--- src/rtl/rr_slot_arbiter.sv ---
// rr_slot_arbiter: round-robin arbiter with a one-hot rotating priority pointer,
// registered one-hot grant, and an optional hold limit that forces a release.
module rr_slot_arbiter #(
  parameter int N        = 4,
  parameter int IDX_W    = 2,
  parameter int MAX_HOLD = 16
) (
  input  logic             clk,
  input  logic             rst,
  input  logic [N-1:0]     req,
  input  logic             done,
  output logic [N-1:0]     grant,
  output logic [IDX_W-1:0] grant_idx,
  output logic             busy,
  output logic             timeout
);
  typedef enum logic {IDLE, GRANT} state_t;
  state_t           r_state, w_nxt_state;
  logic [N-1:0]     r_grant, r_ptr, w_nxt_grant, w_nxt_ptr, w_win_oh;
  logic [IDX_W-1:0] r_idx, w_nxt_idx, w_ptr_idx, w_win;
  logic [IDX_W:0]   w_pos;
  logic [7:0]       r_cnt, w_nxt_cnt;
  logic             r_to, w_nxt_to, w_rel, w_lim;
  // Scan downward in distance so the requester nearest the pointer wins last.
  always_comb begin
    w_ptr_idx = '0;
    for (int i = 0; i < N; i++) w_ptr_idx = r_ptr[i] ? IDX_W'(i) : w_ptr_idx;
    w_win = w_ptr_idx;
    w_pos = '0;
    for (int k = N - 1; k >= 0; k--) begin
      w_pos = {1'b0, w_ptr_idx} + (IDX_W+1)'(k);
      w_pos = (w_pos >= (IDX_W+1)'(N)) ? w_pos - (IDX_W+1)'(N) : w_pos;
      w_win = req[w_pos[IDX_W-1:0]] ? w_pos[IDX_W-1:0] : w_win;
    end
  end
  assign w_win_oh = N'(1) << w_win;
  assign w_rel    = done | ~req[r_idx];
  assign w_lim    = (MAX_HOLD != 0) && (r_cnt == 8'(MAX_HOLD));
  always_comb begin
    w_nxt_state = r_state;
    w_nxt_grant = r_grant;
    w_nxt_idx   = r_idx;
    w_nxt_ptr   = r_ptr;
    w_nxt_cnt   = r_cnt;
    w_nxt_to    = 1'b0;
    if (r_state == IDLE) begin
      if (|req) begin
        w_nxt_state = GRANT;
        w_nxt_grant = w_win_oh;
        w_nxt_idx   = w_win;
        w_nxt_ptr   = {w_win_oh[N-2:0], w_win_oh[N-1]};
        w_nxt_cnt   = 8'd1;
      end
    end else if (w_rel || w_lim) begin
      w_nxt_state = IDLE;
      w_nxt_grant = '0;
      w_nxt_to    = ~w_rel;
    end else begin
      w_nxt_cnt = (r_cnt == 8'hff) ? r_cnt : r_cnt + 8'd1;
    end
  end
  always_ff @(posedge clk or posedge rst) begin
    if (rst) begin
      r_state <= IDLE;
      r_grant <= '0;
      r_idx   <= '0;
      r_ptr   <= N'(1);
      r_cnt   <= '0;
      r_to    <= 1'b0;
    end else begin
      r_state <= w_nxt_state;
      r_grant <= w_nxt_grant;
      r_idx   <= w_nxt_idx;
      r_ptr   <= w_nxt_ptr;
      r_cnt   <= w_nxt_cnt;
      r_to    <= w_nxt_to;
    end
  end
  assign grant     = r_grant;
  assign grant_idx = r_idx;
  assign busy      = |r_grant;
  assign timeout   = r_to;
endmodule

--- config.mk ---
export PLATFORM = sky130hd
export DESIGN_NAME = rr_slot_arbiter
export DESIGN_NICKNAME = d
export VERILOG_FILES = /design/src/rtl/rr_slot_arbiter.sv
export SDC_FILE = /design/constraint.sdc
export NUM_CORES = 1
export LEC_CHECK = 0
export ABC_AREA = 1
export CAP_MARGIN = 5
export CORE_MARGIN = 10
export CORE_UTILIZATION = 45
export CTS_CLUSTER_DIAMETER = 80
export DETAILED_ROUTE_END_ITERATION = 6
export GPL_ROUTABILITY_DRIVEN = 0
export HOLD_SLACK_MARGIN = 0.03
export PLACE_DENSITY_LB_ADDON = 0.15
export RECOVER_POWER = 50
export SYNTH_ARGS = -nofsm -noshare
export SYNTH_HDL_FRONTEND = slang
export SYNTH_SLANG_ARGS = --single-unit
--- constraint.sdc ---
create_clock -name clk -period 1.7 [get_ports clk]
set_input_delay 0.51 -clock clk [delete_from_list [all_inputs] [get_ports clk]]
set_output_delay 0.51 -clock clk [all_outputs]
set_load 0.01 [all_outputs]
==> summary.txt <==
Timing
  – Max_slew headroom: 0.3254
  – Final hold viol count: 0
  – Final setup margin: -0.1579 ns
  – Final Critical Period: 1.858 ns
  – Unrepaired setup endpoints after global routing: yes
  – Fin crit share: 1.093
  – Fmax: 538.2 MHz
  – Final Max Tran Viols: 0
  – Setup violators final: 1
  – Tightest Pin Transition: 1.012 ns
  – Fin Hold WS: 0.5830 ns
  – Post-route clock skew: 0.01334 ns

Cells and area
  – Nets: 204
  – # fillers: 229
  – Commonest non-fill, non-tap cell in the layout: nand2_1
  – Area grow syn2layout: 31.43%
  – Most frequent cells in the layout: nand2_1, dfrtp_1, nand3_1, inv_1
  – Diodes inserted: 0
  – Fraction of layout cells with a size suffix above 1: 0.3144

Floorplanning
  – Die X-Extent: 71.69 µm
  – I/O pin cnt: 15
  – Die height: 71.69 µm
  – Initial Util: 0.4767
  – Core box area: 2522 µm²
  – Die ar.: 5139 µm²
  – Num rows: 18

Synth
  – Average cell area after synthesis: 7.468 µm²
  – Netlist cell types: 26
  – Yosys reg bits: 19
  – Area share of the largest cell type after synthesis: 0.3954
  – Post-Syn Area: 1202 µm²
  – Sequential fraction of the synthesis area: 0.3954
  – Synth Warn #: 0
  – Gate Count Post-Synth: 161
  – Top cells by area, synth: dfrtp_1, nand2_1, nand3_1, inv_1, nand2_2
  – Syn Nets: 170
  – Area leader, netlist: dfrtp_1

Run status
  – Failing checks: negative setup slack
  – Outcome: finished, violations left

GRT
  – GRT Overall Usage: 0.1123
  – Vias in the first global route: 1102
  – Final global-route overflow total: 0
  – Initial antenna violation count: 0
  – Global-route wire length before repair: 4850 µm
  – Largest net degree at the start of global routing: 20

Power
  – P_leak: 0.8127 nW
  – Worst vdd ir: 0.001193 V
  – P per Cell Area: 1721 nW/µm²

Worst hold path
  – Min-Delay Endpoint: grant_idx[1]$_DFFE_PP0P_
  – Worst Hold Class: register to register
  – Worst Min Path Start: grant_idx[1]$_DFFE_PP0P_
  – Hold-critical path depth: 2

Setup path
  – Family with the most delay on the worst path: simple AND/OR/NAND/NOR gates
  – Worst Path Required: 1.19 ns
  – Cell Chain, Critical Path: or4_1 -> buf_2
  – Critical Path Start Type: register
  – Arrival @ worst endpoint: 1.35 ns
  – Worst path slowest cell: or4_1
  – Worst Path Class, Setup: register to output port
  – R2r worst-path depth: 13
  – Critical Path Max Stage Delay: 0.51 ns
  – R2R Setup Slk: 0.08 ns
  – R2r endpoint: r_ptr[3]$_DFFE_PP0P_
  – Buffers and inverters on the worst path: 1
  – Critical R2R Launch: r_ptr[2]$_DFFE_PP0P_
  – Critical Path End Type: output port
  – Critical path fanouts, max: 2

Placed design
  – Post-Place Worst Slack: -0.4059 ns
  – DP HPWL: 2161 µm
  – Port Buffers: 14

Clocking
  – Clock Latency Late Sink: 0.30 ns
  – Root buffer cell: clkbuf_4
  – Worst-path clk slew: 0.11 ns
  – TritonCTS Buffers: 3
  – CTS tree: done
  – # clock sinks: 19
  – H-Tree Depth: 1
  – CTS max path bufs: 2

Drt
  – Antenna Violating Nets Remaining: 0
  – # DRC: 0
  – Wirelength, routed: 2938 µm
  – WL/cell: 13.12 µm
  – Iteration-0 DRC count of the detailed router: 105
  – Via density: 5.116
  – Drt pass-1 iters: 4
  – Vias: 1146

Job
  – Number of max-cap violations: 0
-- power by group --
group	leakage, nW	total (mW)	internal, mW	switching, mW
clock	0.0150	0.233	0.0915	0.141
sequential	0.248	0.737	0.585	0.152
combinational	0.549	1.75	0.701	1.05
-- sequential cells by signal, indices dropped and copies added (netlist names) --
register,count
grant,4
r_cnt,8
r_ptr,3
r_state,1
grant_idx,2
timeout,1
-- worst max path at each step --
| stage | start | to | slack (ns) | cells after the start |
|---|---|---|---|---|
| global placement | req[0] | r_cnt[0]$_DFFE_PP0P_ | -0.39 | 9 |
| finish | grant[0]$_DFFE_PP0P_ | busy | -0.16 | 2 |
| CTS | grant[0]$_DFFE_PP0P_ | busy | -0.17 | 2 |
| floorplan | req[0] | r_cnt[2]$_DFFE_PP0P_ | 0.16 | 8 |
| detailed placement | req[2] | r_cnt[2]$_DFFE_PP0P_ | -0.41 | 12 |
| global route | grant[0]$_DFFE_PP0P_ | busy | -0.22 | 2 |
-- routing by layer --
layer | vias up | global-route usage | wire length (µm)
li1 | 589 | - | -
met1 | 528 | 0.1397 | 1387
met2 | 24 | 0.1725 | 1313
met3 | 5 | 0.04821 | 207
met4 | 0 | 0.03011 | 29
met5 | - | 0 | 0
-- cells in the mapped netlist --
cell	n
nand2_1	43
nand3_1	21
dfrtp_1	19
inv_1	18
nor2_1	11
nand2_2	8
nand4_1	5
a21oi_1	4
inv_2	4
o21ai_0	4
nand2_4	3
o31ai_1	3
ha_1	2
nor2_2	2
o21ai_2	2
xor2_1	2
a21boi_2	1
and2_4	1
inv_4	1
inv_6	1
nand3_2	1
nand3b_1	1
nor4_2	1
o21ai_1	1
or4_1	1
xnor2_1	1
-- worst min-delay path, stage by stage, from the launching register on --
cell	delay, ns
dfrtp_1	0.41
inv_1	0.08
a21oi_1	0.07
-- final cells by class --
type                    instances  area (µm²)  share of cell area
clock buffers                   4       26.28             0.01663
inverters                      24       100.1             0.06334
multi-input cells             118       709.4              0.4489
flip-flops and latches         19       476.7              0.3017
well taps                      30       37.54             0.02375
repair buffers                 29       230.2              0.1457
-- stage by stage --
| step | cells | total power [mW] | cell area, µm² | util | TNS (ns) |
|---|---|---|---|---|---|
| floorplan | 161 | 1.752 | 1202 | - | 0 |
| global placement | 216 | 2.196 | 1463 | 0.5799 | -5.884 |
| detailed placement | 216 | 2.247 | 1463 | 0.5799 | -6.429 |
| CTS | 221 | 2.463 | 1490 | 0.5908 | -0.1663 |
| global route | 224 | 2.970 | 1580 | 0.6265 | -0.4410 |
| finish | 224 | 2.720 | 1580 | 0.6265 | -0.1579 |
-- repair_timing --
action | CTS | global route
pin swaps | 0 | 10
resized for setup | 17 | 21
endpoints found under the setup margin | 23 | 15
setup buffers | 1 | 3
hold buffers | 0 | 0
-- cells by family after synthesis --
logic type      after synthesis  share of synthesized area
buf+inv                      24                    0.08116
flops                        19                     0.3954
compound gates               15                    0.08012
fa+ha+maj                     2                    0.02081
simple gates                 98                     0.4006
xor+xnor                      3                    0.02186
Power figures use the tool's default switching activity.
